**src/rtl/mul_seq_pkg.sv**
```systemverilog
// Shared constants for the multicycle multiplier and its ALU.
// Holds the ALU opcodes and the sequencer state encodings.
package mul_seq_pkg;

    localparam int DW = 32;
    localparam int CW = 5;

    typedef enum logic [3:0] {
        OP_ADD  = 4'd0,
        OP_SUB  = 4'd1,
        OP_AND  = 4'd2,
        OP_OR   = 4'd3,
        OP_XOR  = 4'd4,
        OP_NOR  = 4'd5,
        OP_SLT  = 4'd6,
        OP_SLTU = 4'd7
    } alu_op_t;

    typedef enum logic [1:0] {
        MS_IDLE = 2'd0,
        MS_RUN  = 2'd1,
        MS_DONE = 2'd2
    } ms_state_t;

endpackage

```
**src/rtl/alu.sv**
```systemverilog
// 32-bit integer ALU shared by the datapath.
// zout flags an all-zero result.
module alu
    import mul_seq_pkg::*;
#(
    parameter int WIDTH = DW
) (
    input  alu_op_t          op,
    input  logic [WIDTH-1:0] a,
    input  logic [WIDTH-1:0] b,
    output logic [WIDTH-1:0] y,
    output logic             zout
);

    always_comb begin
        y = '0;
        case (op)
            OP_ADD:  y = a + b;
            OP_SUB:  y = a - b;
            OP_AND:  y = a & b;
            OP_OR:   y = a | b;
            OP_XOR:  y = a ^ b;
            OP_NOR:  y = ~(a | b);
            OP_SLT:  y = {{(WIDTH-1){1'b0}}, $signed(a) < $signed(b)};
            OP_SLTU: y = {{(WIDTH-1){1'b0}}, a < b};
            default: y = '0;
        endcase
    end

    assign zout = (y == '0);

endmodule

```
**src/rtl/mul_seq.sv**
```systemverilog
// Shift-add multiplier sequencer; low 32 bits of a*b using the ALU.
// One multiplier bit per RUN cycle, stopping at the top set bit.
module mul_seq
    import mul_seq_pkg::*;
#(
    parameter int WIDTH = DW
) (
    input  logic             clk,
    input  logic             rst_n,
    input  logic             start,
    input  logic [WIDTH-1:0] a,
    input  logic [WIDTH-1:0] b,
    output logic             busy,
    output logic             done,
    output logic [WIDTH-1:0] product,
    output logic             zero
);

    ms_state_t        state_q, state_d;
    logic [WIDTH-1:0] mcand_q, mcand_d;
    logic [WIDTH-1:0] mplier_q, mplier_d;
    logic [WIDTH-1:0] acc_q, acc_d;
    logic [CW-1:0]    count_q, count_d;
    logic [WIDTH-1:0] prod_q, prod_d;
    logic             zero_q, zero_d;
    logic [WIDTH-1:0] alu_y;
    logic [WIDTH-1:0] step;
    logic             unused_zout;

    alu #(.WIDTH(WIDTH)) u_alu (
        .op   (OP_ADD),
        .a    (acc_q),
        .b    (mcand_q),
        .y    (alu_y),
        .zout (unused_zout)
    );

    always_ff @(posedge clk or negedge rst_n) begin
        if (!rst_n) begin
            state_q  <= MS_IDLE;
            mcand_q  <= '0;
            mplier_q <= '0;
            acc_q    <= '0;
            count_q  <= '0;
            prod_q   <= '0;
            zero_q   <= 1'b1;
        end else begin
            state_q  <= state_d;
            mcand_q  <= mcand_d;
            mplier_q <= mplier_d;
            acc_q    <= acc_d;
            count_q  <= count_d;
            prod_q   <= prod_d;
            zero_q   <= zero_d;
        end
    end

    always_comb begin
        state_d  = state_q;
        mcand_d  = mcand_q;
        mplier_d = mplier_q;
        acc_d    = acc_q;
        count_d  = count_q;
        prod_d   = prod_q;
        zero_d   = zero_q;
        step     = acc_q;
        unique case (state_q)
            MS_IDLE: begin
                if (start) begin
                    mcand_d  = a;
                    mplier_d = b;
                    acc_d    = '0;
                    count_d  = '0;
                    if (b == '0) begin
                        prod_d  = '0;
                        zero_d  = 1'b1;
                        state_d = MS_DONE;
                    end else begin
                        state_d = MS_RUN;
                    end
                end
            end
            MS_RUN: begin
                step     = mplier_q[0] ? alu_y : acc_q;
                acc_d    = step;
                mcand_d  = mcand_q << 1;
                mplier_d = mplier_q >> 1;
                count_d  = count_q + 5'd1;
                // stop once no set bits remain above the one just consumed
                if (mplier_d == '0 || count_q == 5'd31) begin
                    prod_d  = step;
                    zero_d  = (step == '0);
                    state_d = MS_DONE;
                end
            end
            MS_DONE: state_d = MS_IDLE;
            default: state_d = MS_IDLE;
        endcase
    end

    assign busy    = (state_q != MS_IDLE);
    assign done    = (state_q == MS_DONE);
    assign product = prod_q;
    assign zero    = zero_q;

endmodule

```
**config.mk**
```make
export PLATFORM = sky130hd
export DESIGN_NAME = mul_seq
export DESIGN_NICKNAME = d
export VERILOG_FILES = /design/src/rtl/mul_seq_pkg.sv /design/src/rtl/alu.sv /design/src/rtl/mul_seq.sv
export SDC_FILE = /design/constraint.sdc
export NUM_CORES = 1
export LEC_CHECK = 0
export CAP_MARGIN = 20
export CORE_UTILIZATION = 35
export CTS_BUF_LIST = sky130_fd_sc_hd__clkbuf_4
export CTS_CLUSTER_SIZE = 12
export DETAILED_ROUTE_END_ITERATION = 10
export GPL_ROUTABILITY_DRIVEN = 0
export HOLD_SLACK_MARGIN = 0.15
export PLACE_DENSITY = 0.65
export SLEW_MARGIN = 20
export SYNTH_ARGS = -nofsm -noshare
export SYNTH_HDL_FRONTEND = slang
export SYNTH_SLANG_ARGS = --single-unit
```
**constraint.sdc**
```tcl
create_clock -name clk -period 6.2 [get_ports clk]
set_input_delay 0.62 -clock clk [delete_from_list [all_inputs] [get_ports clk]]
set_output_delay 0.62 -clock clk [all_outputs]
set_load 0.01 [all_outputs]
```
Word level (Yosys, flattened, before mapping):

Index checks and enable logic that the tools add are counted.

* register bits after elaboration: 136
* bits of input ports: 67
* word-level logic and storage cells: 46

* add/subtract/negate cells: 2
* equal/unequal tests: 6
* multiplexer cells: 21
* reduce and logical (&&, ||, !) cells: 10

Operators by type and width (count)
* 32-bit one-hot mux with 2 select lines: 4
* 32-bit two-way mux: 7
* 32-bit zero test: 3
* 32-bit adder: 1
* 5-bit one-hot mux with 2 select lines: 1
* 2-bit two-way mux: 3
* 2-bit inequality test (second input constant): 3
* 5-bit by 1-bit adder with 5-bit output (second input constant): 1
* 5-bit equality test (second input constant): 1
* 5-bit two-way mux: 1
* 2-bit one-hot mux with 2 select lines: 1
* 2-bit AND reduction: 2
* 4-bit AND reduction: 1
* 2-bit nonzero test: 2
* 1-bit two-way mux: 3
* 2-bit by 1-bit equality test with 1-bit output (second input constant): 1
* 2-bit equality test (second input constant): 1
* 2-bit zero test: 1
* 1-bit one-hot mux with 2 select lines: 1
* 1-bit logical OR: 1

Longest topological paths before layout:

* depth after elaboration: 5
* depth in mapped cells: 12
* gate-level depth less buffers: 12

Cells and area by module:

From an unflattened synthesis, not the netlist that was laid out.

* cell total of the unflattened synthesis: 1537
* area, all modules: 12182.9 µm²

Modules (own cells, without submodules)
* mul_seq: times used 1, cells each 635, area an instance 6374.9 µm²
* alu: times used 1, cells each 902, area an instance 5808.1 µm²

Worst setup path before layout:

Ideal clock, no wire load.

* kind: flip-flop to flip-flop
* start point: register mcand_q[0]
* end point: register zero_q (netlist: zero)
* arrival time: 3.203 ns
* data required time: 6.128 ns
* setup slack: 2.925 ns
* cell stages (with the launch flop): 13
* buffers on the path: 0
* period minus slack after synthesis: 3.275 ns
* cell sequence: dfrtp_1 ha_1 fa_1 a21o_1 a221oi_4 o21ai_0 a21oi_1 mux2_2 o311ai_0 o2bb2ai_1 and3_1 nand4_1 o21ai_1

* cells in the longest elaborated chain, start to end: 5

RTL lines
* start: declaration: line mul_seq.sv:20 `logic [WIDTH-1:0] mcand_q, mcand_d;`
* start signal: assignment: line mul_seq.sv:49 `mcand_q <= mcand_d;`
* 32-bit adder: line alu.sv:18 `OP_ADD: y = a + b;`
* 32-bit two-way mux: line mul_seq.sv:84 `step = mplier_q[0] ? alu_y : acc_q;`
* 32-bit zero test: line mul_seq.sv:92 `zero_d = (step == '0);`
* 1-bit two-way mux: line mul_seq.sv:90 `if (mplier_d == '0 || count_q == 5'd31) begin`
* 1-bit one-hot mux with 2 select lines: line mul_seq.sv:67 `unique case (state_q)`
* end signal: assignment: line mul_seq.sv:54 `zero_q <= zero_d;`
* end: declaration: line mul_seq.sv:25 `logic zero_q, zero_d;`

No other way between the ends. The select of a mux whose other input is x is not followed.
A chain may end at the register's enable or synchronous reset.

Worst setup path in the final report:

Ends and elaborated chain as after synthesis.

==> qor.yml <==
status: "finished, final reports clean"
track_usage_pct: 19.1
synth_fp_nets: 1079
synth_edf_count: 0
hold_class: "flip-flop to flip-flop"
holdWs_ns: 0.487
pwr_density_cell_nw_per_um2: 629
p_seq_share_pct: 27.9
clk_latency_ns: 0.59
fin_tns_setup_ns: 0
dr_wl_met3_mm: 1.00
drt_pass1_iterations: 5
synth-seq-cells: 136
drc_errors: 0
arrival_ns: 4.31
crit_required_ns: 6.72
die_w_um: 154
viasPerCell: 5.39
switchingPower_uw: 3040
wl_met2_mm: 10.1
synth_top_area_share_pct: 41.6
ant_nets: 0
synth-main-ff-cell: "dfrtp_1"
antenna_found_initial: 2
place_inst: 1311
rows: 55
worstRegToRegCells: 12
clockBufferDepth: 2
maxCapViolCount: 0
finalClockSkew_ns: 0.0310
final_util_pct: 42.4
ys_top_cells_by_area: "dfrtp_1 42%, nand2_1 11%, a31oi_1 5.2%"
rsz0062_at_grt: "false"
pwr-share-clk_pct: 10.1
period_minus_slack_ns: 3.79
dieArea_um2: 23800
post-dp-hpwl_mm: 15.6
grt_pass1_wl_mm: 36.4
syn_inst: 978
synth.distinct_cells: 68
routed_wirelength_mm: 21.8
synth_seq_area_share_pct: 41.9
worst-path-max-fanout: 6
clock-sinks: 136
gr-total-overflow: 0
area_growth_pct: 18.7
h-tree-depth: 4
clock-root-buffer: "clkbuf_4"
worst-slew-pin-transition_ns: 1.07
final_cells: 1346
start_util_pct: 35.7
synth_top_area_cell: "dfrtp_1"
endpoint_kind: "flip-flop"
p_leak_uw: 0.00435
routedWlPerCell_um: 16.2
vias: 7251
setup-violations-final: 0
dr.max_layer_used: "met5"
async_flop_share_pct: 100
critPathLaunchType: "flip-flop"
hold_depth: 2
io_pins: 102
swShare_pct: 50.2
max_freq_mhz: 264
path_cells: "ha_1 -> fa_1 -> a21o_1 -> a221oi_4 -> o21ai_0 -> a21oi_1 -> mux2_2 -> o311ai_0 -> o2bb2ai_1 -> and3_1 -> nand4_1 -> o21ai_1"
yosysWarnings: 0
die_y_um: 154
max_stage_delay_ns: 0.44
syn-mean-instance-area_um2: 8.30
hold_violations: 0
post_cts.repair.setup_buffers: 0
combPwrFrac_pct: 62.0
grt_max_degree: 103
first_global_vias: 7084
wl_met1_mm: 10.5
r2r_slack_ns: 2.41
timing.slew.headroom_pct: 28.5
slew_viol_final: 0
period_share_pct: 61.1
cts_tree: "built"
post-synth-top-count-cell: "nand2_1"
fillCellCount: 2359
drt_iter0_drc: 437
io_buffer_count: 101
power.total_uw: 6060
worst-setup-path-type: "flip-flop to flip-flop"
p_int_uw: 3010
numCtsBuffers: 17
cp_slowest_cell: "dfrtp_1"
core_area_um2: 22700
ir_worst_vdd_mv: 0.265
clk_pin_slew_ns: 0.13
drive_gt1_share_pct: 6.14
syn_area_um2: 8120
synth.top_cells.by_count: "238 x nand2_1, 135 x dfrtp_1, 105 x nor2_1, 68 x a31oi_1, 51 x clkbuf_1"
nets: 1147
==> placed cells by master, fill, tap and decap left out, drive strengths merged, types with 14 or more instances in the layout <==
cell / instances
a21o: 29
a21oi: 36
a31oi: 68
clkbuf: 17
clkdlybuf4s50: 100
dfrtp: 135
ha: 33
inv: 17
mux2i: 21
nand2: 238
nand3: 14
nor2: 105
nor4: 20
o21ai: 50
xor2: 14
==> power by group through the flow <==
stage	Combinational (µW)	Clock [µW]	Sequential, µW
2_1_floorplan	2840	0	1580
3_3_place_gp	3700	0	1700
3_5_place_dp	3750	0	1710
4_1_cts	3760	628	1690
5_1_grt	4210	666	1750
6_report	3760	611	1690
==> per-layer routing <==
metal | GRT usage, % | vias up
met5 | 0 | -
met4 | 4.76 | 2
met3 | 3.87 | 21
met2 | 31.1 | 167
met1 | 26.0 | 3456
li1 | - | 3605
==> metrics by stage <==
stage | cell area, µm² | setup WS [ns]
after CTS | 9630 | 2.45
after detailed placement | 9330 | 2.19
after floorplan | 8120 | 2.92
after global routing | 9640 | 2.09
after global placement | 9330 | 2.33
final | 9640 | 2.41
==> path summary, 6_finish.rpt <==
check	from	to
hold / removal	product[21]	product[21]
hold reg to reg	product[21]	product[21]
setup reg to reg	mcand_q[0]	zero
setup / recovery	mcand_q[0]	zero
max in group asynchronous	rst_n	acc_q[14]
min in group asynchronous	rst_n	mplier_q[10]
==> repair_timing <==
action                    CTS  global route
hold buffers                1             0
hold endpoints to repair   56             0
gates resized for setup     0             0
==> cells by family (layout without fill, tap and decap cells) <==
| family | Yosys count | after routing | share of synthesized area, % |
|---|---|---|---|
| multiplexers | 25 | 25 | 3.14 |
| XOR/XNOR | 26 | 26 | 2.81 |
| AND/OR/NAND/NOR | 439 | 439 | 23.4 |
| adder cells (fa/ha/maj) | 34 | 34 | 5.33 |
| AO/OA/AOI/OAI | 247 | 247 | 19.9 |
| buffers and inverters | 71 | 152 | 3.47 |
| other | 0 | 2 | 0 |
| flip-flops | 136 | 136 | 41.9 |
==> worst max-delay path, delay by kind of cell, from the launching register on <==
kind                     cells  cell delay [ns]
multiplexers                 1             0.38
flip-flops                   1             0.44
adder cells (fa/ha/maj)      2             0.67
AND/OR/NAND/NOR              2             0.27
AO/OA/AOI/OAI                7             1.98
==> flip-flops by register name, indices dropped and copies added, names as in the netlist <==
register / flops
acc_q: 32
mplier_q: 32
zero: 1
mcand_q: 32
state_q: 2
count_q: 5
product: 32
==> cell type report <==
class / instances / area [µm²] / share of cell area, %
flip-flops and latches: 136 / 3410 / 35.3
inverters: 11 / 41.3 / 0.429
well taps: 285 / 357 / 3.70
multi-input cells: 771 / 4460 / 46.3
diodes: 2 / 5.00 / 0.0519
clock buffers: 17 / 128 / 1.32
repair buffers: 109 / 1080 / 11.2
clock inverters: 15 / 163 / 1.69
No activity file was read; power rests on OpenSTA's default activity.
